==> src/rtl/instruction_fetch_unit.sv <==
// Instruction fetch: owns the PC, issues word addresses to imem and queues returns with their PCs.
// Optional combinational bypass of an empty prefetch FIFO with `define IFU_BYPASS_EN.
module instruction_fetch_unit #(
  parameter int          DEPTH    = 4,
  parameter logic [31:0] RESET_PC = 32'd0
) (
  input  logic                    CLK,
  input  logic                    RST_N,
  output logic [31:0]             imem_address,
  input  logic [31:0]             imem_instruction,
  input  logic                    redirect_valid,
  input  logic [31:0]             redirect_pc,
  output logic                    inst_valid,
  input  logic                    inst_ready,
  output logic [31:0]             inst_data,
  output logic [31:0]             inst_pc,
  output logic [$clog2(DEPTH):0]  fill_level
);
  localparam int PW = $clog2(DEPTH);

  typedef struct packed {
    logic [31:0] pc;
    logic [31:0] data;
  } entry_t;

  entry_t          fifo_q [DEPTH];
  logic [PW-1:0]   wr_ptr, rd_ptr;
  logic [PW:0]     count;
  logic            inflight;
  logic [31:0]     issued_pc;
  logic [PW+1:0]   occupancy;
  logic            issue, push, pop, bypass;

  // Credit: an address is issued only if its return is guaranteed a FIFO slot.
  assign occupancy = {1'b0, count} + {{(PW+1){1'b0}}, inflight};
  assign issue     = occupancy < (PW+2)'(DEPTH);

`ifdef IFU_BYPASS_EN
  assign bypass = (count == '0) && inflight && !redirect_valid;
`else
  assign bypass = 1'b0;
`endif

  assign inst_valid = (count != '0) || bypass;
  assign inst_data  = bypass ? imem_instruction : fifo_q[rd_ptr].data;
  assign inst_pc    = bypass ? issued_pc        : fifo_q[rd_ptr].pc;
  assign pop        = inst_valid && inst_ready && !bypass;
  // A bypassed return that decode accepts never lands in the FIFO.
  assign push       = inflight && !(bypass && inst_ready);
  assign fill_level = count;

  always_ff @(posedge CLK or negedge RST_N) begin
    if (!RST_N) begin
      imem_address <= RESET_PC;
      inflight     <= 1'b0;
      issued_pc    <= '0;
      wr_ptr       <= '0;
      rd_ptr       <= '0;
      count        <= '0;
      for (int i = 0; i < DEPTH; i++) fifo_q[i] <= '0;
    end else if (redirect_valid) begin
      // Clearing inflight drops the pre-redirect return arriving next cycle.
      imem_address <= redirect_pc;
      inflight     <= 1'b0;
      wr_ptr       <= '0;
      rd_ptr       <= '0;
      count        <= '0;
    end else begin
      inflight <= issue;
      if (issue) begin
        issued_pc    <= imem_address;
        imem_address <= imem_address + 32'd1;
      end
      if (push) begin
        fifo_q[wr_ptr] <= '{pc: issued_pc, data: imem_instruction};
        wr_ptr         <= wr_ptr + 1'b1;
      end
      if (pop) rd_ptr <= rd_ptr + 1'b1;
      case ({push, pop})
        2'b10:   count <= count + 1'b1;
        2'b01:   count <= count - 1'b1;
        default: ;
      endcase
    end
  end

  a_no_overflow: assert property (@(posedge CLK) disable iff (!RST_N)
    !(push && !redirect_valid && count == (PW+1)'(DEPTH)));

endmodule

==> config.mk <==
export PLATFORM = sky130hd
export DESIGN_NAME = instruction_fetch_unit
export DESIGN_NICKNAME = d
export VERILOG_FILES = /design/src/rtl/instruction_fetch_unit.sv
export SDC_FILE = /design/constraint.sdc
export NUM_CORES = 1
export LEC_CHECK = 0
export CAP_MARGIN = 20
export CELL_PAD_IN_SITES_DETAIL_PLACEMENT = 1
export CELL_PAD_IN_SITES_GLOBAL_PLACEMENT = 1
export CORE_MARGIN = 5
export CORE_UTILIZATION = 45
export CTS_BUF_LIST = sky130_fd_sc_hd__clkbuf_8
export CTS_CLUSTER_SIZE = 24
export DETAILED_ROUTE_END_ITERATION = 8
export PLACE_DENSITY = 0.75
export SYNTH_ARGS = -nofsm -noshare
export SYNTH_HDL_FRONTEND = slang
export SYNTH_SLANG_ARGS = --single-unit
==> constraint.sdc <==
create_clock -name CLK -period 2.7 [get_ports CLK]
set_input_delay 0.405 -clock CLK [delete_from_list [all_inputs] [get_ports CLK]]
set_output_delay 0.405 -clock CLK [all_outputs]
set_load 0.1 [all_outputs]
---- Yosys cells after proc, flatten, opt, wreduce, memory -nomap -nowiden ----
Index checks and enable logic that the tools add are counted.
word-level totals
  output and inout bits ................... 100
  logic and storage cells ................. 53
  flip-flop bits (word level) ............. 328
cells by class
  magnitude comparators ................... 4
  equality and inequality tests ........... 2
  add/subtract/negate cells ............... 6
  reduce and logical (&&, ||, !) cells .... 9
  bitwise logic cells ..................... 3
  multiplexer cells ....................... 15
operators with widths
  cell                                                                          number
  256-bit bitwise mux                                                           1
  64-bit two-way mux                                                            3
  64-bit binary-select mux with 2-bit select                                    1
  64-bit demux with 2-bit select                                                1
  32-bit two-way mux                                                            2
  32-bit by 1-bit adder with 32-bit output, second input constant               1
  2-bit two-way mux                                                             4
  3-bit >= comparator, second input constant                                    2
  2-bit inverter with 3-bit output                                              2
  3-bit case mux with 2 select lines                                            1
  2-bit nonzero test                                                            3
  3-bit nonzero test                                                            2
  2-bit by 1-bit adder with 2-bit output, second input constant                 2
  3-bit by 1-bit adder with 4-bit output                                        1
  4-bit by 3-bit less-than comparator with 1-bit output, second input constant  1
  2-bit AND reduction                                                           2
  3-bit by 1-bit adder with 3-bit output, second input constant                 1
  3-bit by 1-bit less-than comparator with 1-bit output, second input constant  1
  3-bit two-way mux                                                             1
  3-bit by 1-bit subtractor with 3-bit output, second input constant            1
  2-bit by 1-bit equality test with 1-bit output, second input constant         1
  2-bit equality test, second input constant                                    1
  1-bit logical AND                                                             2
  1-bit two-way mux                                                             1
  1-bit inverter                                                                1

---- Logic depth before layout (Yosys ltp) ----
Gate-level depths: netlist of run 1.
  depth in word-level cells ............... 6
  mapped depth ............................ 7
  depth with buffers taken out ............ 7

---- Least setup slack after synthesis of run 1 ----
OpenSTA, ideal clock, no wires.
  kind .................................... register -> register
  start point ............................. reg count[0] (netlist: fill_level[0])
  end point ............................... reg count[2] (netlist: fill_level[2])
  clock period less this slack ............ 2.551 ns
  path buffers ............................ 0
  path slack .............................. 0.149 ns
  stages on the path, launching flop included .. 8
  setup time .............................. 0.132 ns
  arrival time ............................ 2.420 ns
  path through ............................ dfrtp_1 o31ai_2 nor2_1 fa_1 or3_1 nand2_1 xnor2_1 nor2_1
on the way
  longest elaborated chain between the ends .. 5
RTL lines
  what                                                                                                 RTL line  RTL
  start: declaration                                                                                   28        logic [PW:0] count;
  start signal: assignment                                                                             80        2'b10: count <= count + 1'b1;
  start signal: assignment                                                                             81        2'b01: count <= count - 1'b1;
  parallel branches: the longest is 5 deep, another holds 3-bit by 1-bit subtractor with 3-bit output  -
Parallel ways; which one is timed is not known.
A chain may end at the register's enable or synchronous reset.

---- Worst setup path in the final report of run 1 ----
  start point ............................. reg rd_ptr[0]
  end point ............................... out inst_pc[16]
on the way
  longest elaborated chain between the ends .. 4
RTL lines
  what                                                    RTL line  RTL
  start: declaration                                      27        logic [PW-1:0] wr_ptr, rd_ptr;
  start signal: assignment                                78        if (pop) rd_ptr <= rd_ptr + 1'b1;
  2-bit inverter with 3-bit output (not written as such)  46        assign inst_pc = bypass ? issued_pc : fifo_q[rd_ptr].pc;
  64-bit binary-select mux with 2-bit select              46
  64-bit two-way mux (not written as such) (2 in series)  46
  end: declaration                                        16        output logic [31:0] inst_pc,
No other way between the ends. The select of a mux whose other input is x is not followed.

==> results of run 1 <==
-- flip-flops by register name (all words and copies together) (netlist names) --
signal / count
fifo_q: 256
imem_address: 32
issued_pc: 32
fill_level: 3
rd_ptr: 2
wr_ptr: 2
inflight: 1
-- worst max-delay path, stage by stage, from the launching register on --
cell	delay [ps]
dfrtp_4	500
buf_12	280
mux4_2	610
buf_12	200
-- per-layer routing --
| layer | part of all wire, % | wire, um | vias to the layer above |
|---|---|---|---|
| met5 | 0 | 0 | - |
| met4 | 1.5 | 516 | 0 |
| met3 | 4.7 | 1680 | 40 |
| met2 | 49 | 17500 | 188 |
| met1 | 44 | 15700 | 4575 |
| li1 | - | - | 3843 |
-- layout by cell type (no fill, tap or decap), types with 3 or more instances in the layout --
cell type          n
o21ai_0           23
dfrtp_1          326
nor3_1             6
mux2i_1            3
nand2_4            4
or3_1              3
nand3_1           15
mux2_2           289
buf_12            79
ha_1               5
nand2_1           39
mux4_2            64
xnor2_1           14
clkbuf_8          74
inv_1             22
clkinv_2           6
o21ai_1            8
nand4_1           15
clkdlybuf4s50_1   65
buf_4             52
nor2_1            14
xor2_1            23
and3_1             4
-- logic make-up (layout without fill, tap and decap cells) --
family,after synthesis,after routing,synth area share [%]
mux,356,356,32.8
flops,328,328,57.0
simple gates,111,111,3.99
buf+inv,61,304,1.95
xor+xnor,37,37,2.25
compound gates,34,34,1.37
fa+ha+maj,6,6,0.574
-- per-stage QoR --
stage	hold WS [ps]	setup slack, ps	instance area (um^2)	util (%)
4_1_cts	339	19.2	18500	58.5
3_3_place_gp	434	446	17300	54.9
3_5_place_dp	435	380	17300	54.9
5_1_grt	362	15.5	18500	58.6
6_report	384	119	18500	58.6
2_1_floorplan	109	149	14400	-
-- cells in the mapped netlist (all sizes together), types with 14 or more instances --
cell type / instances / area share [%]
o21ai: 31 / 1.1
mux4: 64 / 10
dfrtp: 328 / 57
mux2: 289 / 23
nand2: 43 / 1.2
xnor2: 14 / 0.85
nor2: 15 / 0.39
buf: 38 / 1.3
nand3: 16 / 0.59
nand4: 16 / 0.80
xor2: 23 / 1.4
clkbuf: 16 / 0.42
-- what timing repair did --
item | in CTS | in global routing
gates resized for setup | 0 | 1
setup endpoints to repair | 0 | 1
hold endpoints to repair | 68 | 0
hold buffers | 1 | 0
-- final cells by class --
class	count	area, um^2
clock buffers	74	1020
fillers	2888	13100
well taps	402	503
flip-flops and latches	328	8210
multi-input cells	544	5930
inverters	7	26.3
repair buffers	201	2710
clock inverters	22	93.8
-- worst min-delay path by stage --
| stage | start | end | slack (ps) | cells past startpoint |
|---|---|---|---|---|
| 2_1_floorplan | RST_N | fifo_q[0] | 110 | 0 |
| 3_3_place_gp | RST_N | fifo_q[138] | 430 | 1 |
| 3_5_place_dp | RST_N | fifo_q[202] | 440 | 1 |
| 4_1_cts | redirect_pc[20] | imem_address[20] | 340 | 3 |
| 5_1_grt | redirect_pc[18] | imem_address[18] | 360 | 3 |
| 6_report | redirect_pc[18] | imem_address[18] | 380 | 3 |
==> results.yml, run 1 <==
status:
  status: "complete, no violations"
placed_design:
  dpl.hpwl_mm: 23.4
  port_buffers: 167
  dpl.cell_count: 1480
  gp_congestion: 0.735
routing:
  wl_per_cell_um: 22.4
  via_per_inst: 5.48
  drc_errors: 0
  routed_wl_mm: 35.4
  drt_iter0_drc: 312
  num_vias: 8646
  drtPass1Iterations: 5
  ant_nets: 0
worst_setup_path:
  timing.rr.end: "fill_level[2]"
  start_kind: "flop"
  crit_type: "flop to output pin"
  required_ps: 2300
  rrSetupSlack_ps: 470
  r2r_cells: 7
  worstSetupStartpoint: "rd_ptr[0]"
  cp.arrival_ps: 2180
  cp-end-kind: "output pin"
  crit_end: "inst_pc[16]"
  worstReg2RegStart: "fill_level[2]"
  crit_fanout: 27
floorplan:
  die_h_um: 189
  rows: 65
  design.portCount: 168
  die_x_um: 189
  dieArea_um2: 35700
  initial_utilization_pct: 45.6
  core_area_um2: 31600
sta:
  fin_tns_setup_ps: 0
  fmax_mhz: 387
  slew_headroom_pct: 49.4
  min_period_over_period_pct: 95.6
  clock_skew_ps: 16.5
  hold_violations: 0
  grt_setup_unrepaired: "no"
  finalSetupViolCount: 0
  period_needed_ps: 2580
  finalMaxSlewViolations: 0
  worst_pin_slew_ps: 757
logic_synthesis:
  dominantRegCellSynth: "dfrtp_1"
  synth_edf_count: 0
  synthCells: 933
  ys_seq_elements: 328
  ys_async_sr_fraction_pct: 100
  synth_area_per_cell_um2: 15.4
  synth_warnings: 0
  syn-cell-area_um2: 14400
  seq_area_frac_synth_pct: 57.0
  syn_nets: 1007
  yosysUniqueCellTypes: 36
clock_tree:
  cts_tree: "yes"
  clock-sinks: 328
  post_cts_buffers: 0
  clkLatencyLatePin_ps: 580
  cts_htree_levels: 2
  clock_path_buffers: 3
  numCtsBuffers: 57
  path_clk_slew_ps: 60
  cts-root-buf: "clkbuf_8"
layout:
  areaGrowthSynthToFinish_pct: 28.5
  drive_gt1_share_pct: 49.7
  nets: 1213
  layout.cells.non_filler: 1578
  diodes: 0
global_routing:
  grt-busiest-layer: "met2"
  first_global_vias: 10100
  grt.met1_usage_pct: 27.5
  globalRouteMet2Util_pct: 33.6
  grt_max_degree: 77
  grt_use_total_pct: 20.3
  grt_pass1_wl_mm: 58.0
  grtUsageMet3_pct: 4.93
  antenna_found_initial: 1
  overflow: 0
job:
  maxCapViolCount: 0
worst_hold_path:
  hp-class: "input pin to flop"
Power of run 1 is not shown: default switching activity piles up to over one toggle a cycle in this logic, so the estimate is an artifact.
==> run 2: changes to the inputs <==
Settings changed: CTS_BUF_LIST sky130_fd_sc_hd__clkbuf_8 to default.
==> results.yml, run 2 (same netlist as run 1, synthesis figures left out) <==
status:
  status: "complete, no violations"
layout:
  nets: 1192
  drive_gt1_share_pct: 49.0
  final_cell_mix: "326 x dfrtp_1, 289 x mux2_2, 80 x buf_12"
  areaGrowthSynthToFinish_pct: 29.1
  reg_top3: "fifo_q: 256 flops, imem_address: 32 flops, issued_pc: 32 flops"
  max_flop_register: "fifo_q"
  diodes: 0
  largest_register_ff_count: 256
  final_common_cell: "dfrtp_1"
sta:
  fmax_mhz: 395
  fin_tns_setup_ps: 0
  period_needed_ps: 2530
  slew_headroom_pct: 50.6
  grt_setup_unrepaired: "no"
  clock_skew_ps: 18.7
  finalSetupViolCount: 0
  finalMaxSlewViolations: 0
  hold_violations: 0
  min_period_over_period_pct: 93.7
  worst_pin_slew_ps: 739
placed_design:
  port_buffers: 167
  gp_congestion: 0.735
  dpl.hpwl_mm: 23.4
routing:
  num_vias: 8595
  routed_wl_mm: 35.7
  via_per_inst: 5.57
  drc_errors: 0
  drt_iter0_drc: 336
  ant_nets: 0
  drtPass1Iterations: 4
  wl_per_cell_um: 23.1
clock_tree:
  numCtsBuffers: 37
  clock-sinks: 328
  cts-hold-fix-buffers: 1
  clock_path_buffers: 3
  clkLatencyLatePin_ps: 510
  post_cts_buffers: 0
  cts-root-buf: "clkbuf_16"
  cts_htree_levels: 2
  cts_tree: "yes"
  path_clk_slew_ps: 60
  ctsResizeCount: 0
worst_setup_path:
  start_kind: "flop"
  cp.arrival_ps: 2120
  crit_type: "flop to output pin"
  required_ps: 2300
  cp-end-kind: "output pin"
  crit_fanout: 39
floorplan:
  die_h_um: 189
  core_area_um2: 31600
  die_x_um: 189
  dieArea_um2: 35700
  rows: 65
  initial_utilization_pct: 45.6
  design.portCount: 168
job:
  maxCapViolCount: 0
global_routing:
  antenna_found_initial: 1
  grt_pass1_wl_mm: 58.8
  first_global_vias: 9990
  grt_use_total_pct: 20.7
  grt_max_degree: 77
  overflow: 0
worst_hold_path:
  hp-class: "input pin to flop"
## run 2: path summary, 6_finish.rpt
path,start,endpoint,slack [ps],cells past startpoint
hold reg to reg,fifo_q[86],fifo_q[86],500,1
hold / removal,redirect_pc[18],imem_address[18],450,3
min in group asynchronous,RST_N,fifo_q[204],460,2
setup / recovery,rd_ptr[0],inst_pc[13],170,3
max in group asynchronous,RST_N,fifo_q[240],1440,3
setup reg to reg,fill_level[2],fill_level[2],510,7
## run 2: cell type report
| type | count | area (um^2) |
|---|---|---|
| clock buffer | 54 | 1110 |
| inverter | 7 | 26.3 |
| tap | 402 | 503 |
| multi-input combinational | 544 | 5930 |
| sequential | 328 | 8210 |
| fill | 2843 | 13000 |
| timing repair buffer | 200 | 2670 |
| clock inverter | 8 | 124 |
## run 2: per-stage QoR
step	util [%]	cells	hold WS [ps]	setup slack (ps)	instance area (um^2)
after floorplan	-	933	109	149	14400
after global placement	54.9	1480	434	446	17300
after detailed placement	54.9	1480	435	380	17300
after CTS	58.9	1543	426	103	18600
after global routing	58.9	1543	454	71.5	18600
final	58.9	1543	448	171	18600
## run 2: worst max-delay path, stage by stage, from the launching register on
cell	delay, ps
dfrtp_4	440
buf_12	320
mux4_2	630
buf_12	200
## run 2: per-layer routing
layer	GRT usage [%]	up-vias	share of wire (%)	wire [um]
met2	34.9	173	50	18000
met1	28.0	4572	43	15500
met3	4.19	47	4.5	1610
li1	-	3803	-	-
met4	4.62	0	1.6	571
met5	0	-	0	0
Power of run 2 is left out for the same reason.
